File: src/rtl/dcm_reprog.sv
`default_nettype none
// ============================================================================
//  Module   : dcm_reprog
//  Purpose  : Serial M/D reprogramming controller for a DCM_CLKGEN clock
//             generator (drives PROGCLK/PROGEN/PROGDATA, watches PROGDONE/LOCKED).
//  Revision : 1.0 - initial release
// ============================================================================
module dcm_reprog #(
    parameter int TIMEOUT = 65535
) (
    input  logic       sys_clk,
    input  logic       sys_rst,
    input  logic       cfg_valid,
    output logic       cfg_ready,
    input  logic [7:0] cfg_m,
    input  logic [7:0] cfg_d,
    output logic       busy,
    output logic       done,
    output logic       err,
    output logic       prog_clk,
    output logic       prog_en,
    output logic       prog_data,
    input  logic       prog_done,
    input  logic       locked
);

    typedef enum logic [3:0] {
        ST_IDLE   = 4'd0,
        ST_LOAD_D = 4'd1,
        ST_GAP1   = 4'd2,
        ST_LOAD_M = 4'd3,
        ST_GAP2   = 4'd4,
        ST_GO     = 4'd5,
        ST_FIN    = 4'd6,
        ST_WAIT   = 4'd7,
        ST_DONE   = 4'd8,
        ST_ERR    = 4'd9
    } state_t;

    localparam logic [3:0]  c_last_bit  = 4'd9;
    localparam logic [15:0] c_wait_last = 16'(TIMEOUT - 1);

    state_t      r_state;
    logic [3:0]  r_bit_cnt;
    logic [15:0] r_wait_cnt;
    logic [7:0]  r_m;
    logic [7:0]  r_d;
    logic        r_prog_clk;
    logic        r_prog_en;
    logic        r_prog_data;
    logic        r_busy;
    logic        r_ready;
    logic        r_done;
    logic        r_err;

    logic        w_tick;
    logic        w_accept;
    logic [9:0]  w_frame_d;
    logic [9:0]  w_frame_m;

    // A tick is the edge on which prog_clk falls, so each new bit is set up
    // half a prog_clk period before the generator's sampling rising edge.
    assign w_tick    = r_prog_clk;
    assign w_accept  = cfg_valid && r_ready;
    assign w_frame_d = {r_d, 2'b01};
    assign w_frame_m = {r_m, 2'b11};

    always_ff @(posedge sys_clk or posedge sys_rst) begin
        if (sys_rst) begin
            r_state     <= ST_IDLE;
            r_bit_cnt   <= 4'd0;
            r_wait_cnt  <= 16'd0;
            r_m         <= 8'd0;
            r_d         <= 8'd0;
            r_prog_clk  <= 1'b0;
            r_prog_en   <= 1'b0;
            r_prog_data <= 1'b0;
            r_busy      <= 1'b0;
            r_ready     <= 1'b1;
            r_done      <= 1'b0;
            r_err       <= 1'b0;
        end else begin
            r_prog_clk <= ~r_prog_clk;
            r_done     <= 1'b0;
            r_err      <= 1'b0;
            case (r_state)
                ST_IDLE: begin
                    if (w_accept) begin
                        r_m       <= cfg_m;
                        r_d       <= cfg_d;
                        r_bit_cnt <= 4'd0;
                        r_busy    <= 1'b1;
                        r_ready   <= 1'b0;
                        // M-1 of zero would ask for M=1, which the generator cannot do.
                        if (cfg_m == 8'd0) begin
                            r_err   <= 1'b1;
                            r_state <= ST_ERR;
                        end else begin
                            r_state <= ST_LOAD_D;
                        end
                    end
                end
                ST_LOAD_D: begin
                    if (w_tick) begin
                        r_prog_en   <= 1'b1;
                        r_prog_data <= w_frame_d[r_bit_cnt];
                        if (r_bit_cnt == c_last_bit) begin
                            r_bit_cnt <= 4'd0;
                            r_state   <= ST_GAP1;
                        end else begin
                            r_bit_cnt <= r_bit_cnt + 4'd1;
                        end
                    end
                end
                ST_GAP1: begin
                    if (w_tick) begin
                        r_prog_en   <= 1'b0;
                        r_prog_data <= 1'b0;
                        r_state     <= ST_LOAD_M;
                    end
                end
                ST_LOAD_M: begin
                    if (w_tick) begin
                        r_prog_en   <= 1'b1;
                        r_prog_data <= w_frame_m[r_bit_cnt];
                        if (r_bit_cnt == c_last_bit) begin
                            r_bit_cnt <= 4'd0;
                            r_state   <= ST_GAP2;
                        end else begin
                            r_bit_cnt <= r_bit_cnt + 4'd1;
                        end
                    end
                end
                ST_GAP2: begin
                    if (w_tick) begin
                        r_prog_en   <= 1'b0;
                        r_prog_data <= 1'b0;
                        r_state     <= ST_GO;
                    end
                end
                ST_GO: begin
                    if (w_tick) begin
                        r_prog_en   <= 1'b1;
                        r_prog_data <= 1'b0;
                        r_state     <= ST_FIN;
                    end
                end
                ST_FIN: begin
                    if (w_tick) begin
                        r_prog_en   <= 1'b0;
                        r_prog_data <= 1'b0;
                        r_wait_cnt  <= 16'd0;
                        r_state     <= ST_WAIT;
                    end
                end
                ST_WAIT: begin
                    // Completion is checked first so it wins over a coincident timeout.
                    if (prog_done && locked) begin
                        r_done  <= 1'b1;
                        r_state <= ST_DONE;
                    end else if (r_wait_cnt == c_wait_last) begin
                        r_err   <= 1'b1;
                        r_state <= ST_ERR;
                    end else begin
                        r_wait_cnt <= r_wait_cnt + 16'd1;
                    end
                end
                ST_DONE, ST_ERR: begin
                    r_busy  <= 1'b0;
                    r_ready <= 1'b1;
                    r_state <= ST_IDLE;
                end
                default: begin
                    r_prog_en   <= 1'b0;
                    r_prog_data <= 1'b0;
                    r_busy      <= 1'b0;
                    r_ready     <= 1'b1;
                    r_state     <= ST_IDLE;
                end
            endcase
        end
    end

    assign cfg_ready = r_ready;
    assign busy      = r_busy;
    assign done      = r_done;
    assign err       = r_err;
    assign prog_clk  = r_prog_clk;
    assign prog_en   = r_prog_en;
    assign prog_data = r_prog_data;

endmodule
`default_nettype wire

File: config.mk
export PLATFORM = sky130hd
export DESIGN_NAME = dcm_reprog
export DESIGN_NICKNAME = d
export VERILOG_FILES = /design/src/rtl/dcm_reprog.sv
export SDC_FILE = /design/constraint.sdc
export NUM_CORES = 1
export LEC_CHECK = 0
export BUFFER_PORTS_ARGS = -buffer_cell sky130_fd_sc_hd__buf_2
export CAP_MARGIN = 20
export CORE_MARGIN = 1
export CORE_UTILIZATION = 35
export DETAILED_ROUTE_END_ITERATION = 12
export PLACE_DENSITY_LB_ADDON = 0.3
export SYNTH_ARGS = -nofsm -noshare
export SYNTH_HDL_FRONTEND = slang
export SYNTH_SLANG_ARGS = --single-unit
File: constraint.sdc
create_clock -name sys_clk -period 2.2 [get_ports sys_clk]
set_clock_uncertainty 0.05 [all_clocks]
set_input_delay 0.44 -clock sys_clk [delete_from_list [all_inputs] [get_ports sys_clk]]
set_output_delay 0.44 -clock sys_clk [all_outputs]
set_load 0.02 [all_outputs]
==> out/metrics.yaml <==
status:
  outcome: "completed"
timing:
  slew_headroom_pct: 61.1
  drv_slew: 0
  finalHoldViolCount: 0
  worstMarginPinSlew_ns: 0.578
  setup_viol: 0
  fin_crit_sh_pct: 93.7
  fin_ws_ns: 0.138
  clock.fmax_mhz: 485
  post-route-min-period_ns: 2.06
cts:
  cts.sinks: 47
  root_buffer: "clkbuf_8"
  clk_transition_reported_paths_ns: 0.10
  ctsHtreeMaxLevel: 2
  clock_latency_ns: 0.31
  cts_made_buffers: 5
  clockBufferDepth: 2
  cts_tree: "yes"
setup_path:
  r2r_cells: 7
  crit-reg2reg-launch: "r_wait_cnt[0]$_DFFE_PP0P_"
  cp_max_fo: 6
  worstPathRequired_ns: 2.37
  end_kind: "flop"
  regToRegSetupSlack_ns: 0.14
  r2r_end: "r_state[1]$_DFFE_PP0P_"
  startpoint: "r_wait_cnt[0]$_DFFE_PP0P_"
  worstSetupPathType: "flop to flop"
  startpoint_type: "flop"
  cp.arrival_ns: 2.23
synth:
  synth_top_area_cell: "dfrtp_1"
  synthesis.area_sq_mm: 0.00248
  synth_area_per_cell_sq_um: 10.4
  netlist_instances: 238
  synth_top_area_share_pct: 46.4
  yosys_warnings: 0
  synth.distinct_cells: 53
  async_flop_share_pct: 100
  syn_nets: 261
  synth_most_common_cell: "dfrtp_1"
  synth.ff_latch_count: 47
  ys.flop_type: "dfrtp_1"
  synth_common_cells: "46 x dfrtp_1, 23 x nor2_1, 20 x nand2_1, 16 x mux2_2, 12 x o21ai_0"
  synth_edf_count: 0
  ys_seq_area_share_pct: 47.4
  ys_top_cells_by_area: "dfrtp_1 46%, mux2_2 7.3%, nor2_1 3.5%"
die:
  core-area_sq_mm: 0.00683
  ios: 28
  fp.dieArea_sq_mm: 0.00743
  initial_core_util_pct: 36.3
  core.rowCount: 30
  die-height_um: 86.2
  die_w_um: 86.2
route:
  vias: 1923
  routed_wl_um: 5250
  viasPerCell: 5.17
  wl_per_cell_um: 14.1
  drt.antenna.violating_nets: 0
  drcViolationCount: 0
  dr.pass1.iters: 4
  dr.first_iter.drc_count: 90
global_route:
  grt_pass1_wl_um: 9130
  overflow: 0
  grt_pass1_vias: 1864
  grtUsageTotal_pct: 15.7
  antenna_found_initial: 0
  grt_max_degree: 22
min_path:
  hold_class: "input port to async pin"
layout:
  fill_cells: 707
  nets: 298
  antenna_cells: 0
  layout.cell_area.non_filler_sq_mm: 0.00291
  final_core_util_pct: 42.5
  synthToLayoutAreaGrowth_pct: 17.0
  drive_gt1_share_pct: 30.1
placement:
  place_area_sq_mm: 0.00278
  preCtsSetupSlack_ns: 0.142
  dp_hpwl_um: 3830
  portBuffers: 27
  place.gp.congestion: 0.831
pwr:
  p_leak_nw: 1.27
  cellPowerDensity_mw_per_mm2: 1100
  vdd_drop_max_v: 0.000608
job:
  maxCapViolCount: 0
[placed cells by master, fill, tap and decap left out, types with 2 or more instances in the layout]
| cell | n |
|---|---|
| a21o_1 | 2 |
| a21oi_1 | 6 |
| a31oi_1 | 4 |
| and3_1 | 2 |
| buf_2 | 27 |
| buf_4 | 14 |
| clkbuf_8 | 5 |
| clkinvlp_4 | 2 |
| dfrtp_1 | 45 |
| ha_1 | 2 |
| inv_1 | 6 |
| mux2_2 | 16 |
| mux2i_1 | 2 |
| mux4_2 | 3 |
| nand2_1 | 20 |
| nand2b_1 | 4 |
| nand3_1 | 11 |
| nand4_1 | 6 |
| nand4b_1 | 2 |
| nor2_1 | 23 |
| nor2b_1 | 2 |
| nor3_1 | 4 |
| nor4_1 | 8 |
| nor4b_1 | 2 |
| o2111ai_1 | 2 |
| o211ai_1 | 3 |
| o21ai_0 | 12 |
| o31ai_1 | 3 |
| xnor2_1 | 8 |
| xor2_1 | 3 |
[worst max-delay path: stages, from the launching register on]
cell and delay [ns]:
dfrtp_2 0.44, inv_1 0.06, ha_1 0.18, nand4_2 0.15
nor4_4 0.37, nor2_2 0.13, or4_1 0.51, o311ai_1 0.08
[registers in the layout (all words and copies together) (netlist names), 4 cells and up]
signal,count
r_wait_cnt,16
r_d,8
r_m,8
r_bit_cnt,4
r_state,4
[how the worst max path moves through the flow]
stage | endpoint | cells past startpoint
final | r_state[1]$_DFFE_PP0P_ | 7
after detailed placement | r_state[1]$_DFFE_PP0P_ | 7
after CTS | r_state[1]$_DFFE_PP0P_ | 7
after floorplan | r_state[1]$_DFFE_PP0P_ | 7
after global placement | r_state[1]$_DFFE_PP0P_ | 7
after global routing | r_state[1]$_DFFE_PP0P_ | 7
[cells by family after synthesis]
kind of cell | synth area share (%)
adders and majority gates | 1.01
and+or+nand+nor | 21.9
AOI/OAI and AO/OA | 11.6
muxes | 10.8
DFF | 47.4
buffers and inverters | 3.43
xor gates and xnor gates | 3.88
[report_power, final]
group	leakage (nW)	internal [mW]	switching, mW
clock	0.0408	0.228	0.323
combinational	0.625	0.616	0.623
sequential	0.607	1.12	0.273
total	1.27	1.97	1.22
[stage by stage]
step / hold WS (ns) / power, mW / instances / TNS, ns
6_report: 0.0703 / 3.18 / 372 / 0
3_3_place_gp: 0.408 / 2.60 / 361 / 0
5_1_grt: 0.0865 / 3.41 / 372 / -0.00603
2_1_floorplan: 0.421 / 2.27 / 238 / 0
3_5_place_dp: 0.410 / 2.62 / 361 / 0
4_1_cts: 0.0834 / 3.18 / 369 / 0
[routing by layer]
metal / vias up / share of wire [%] / GRT usage, %
li1: 947 / - / -
met1: 941 / 52 / 22.4
met2: 27 / 43 / 23.7
met3: 8 / 2.5 / 2.95
met4: 0 / 1.9 / 5.91
met5: - / 0 / 0
[layout make-up]
class | count | area (sq um) | area share [%]
multi-input cells | 172 | 1230 | 42.2
inverters | 7 | 26.3 | 0.904
well taps | 96 | 120 | 4.13
flip-flops and latches | 47 | 1180 | 40.6
clock buffers | 5 | 68.8 | 2.37
clock inverters | 3 | 23.8 | 0.818
repair buffers | 42 | 260 | 8.96
[timing repair]
item | 4_1_cts | 5_1_grt
setup endpoints to repair | 0 | 3
hold buffers | 0 | 0
resized for setup | 0 | 2
setup buffers | 0 | 3
(Power assumes the default switching activity.)
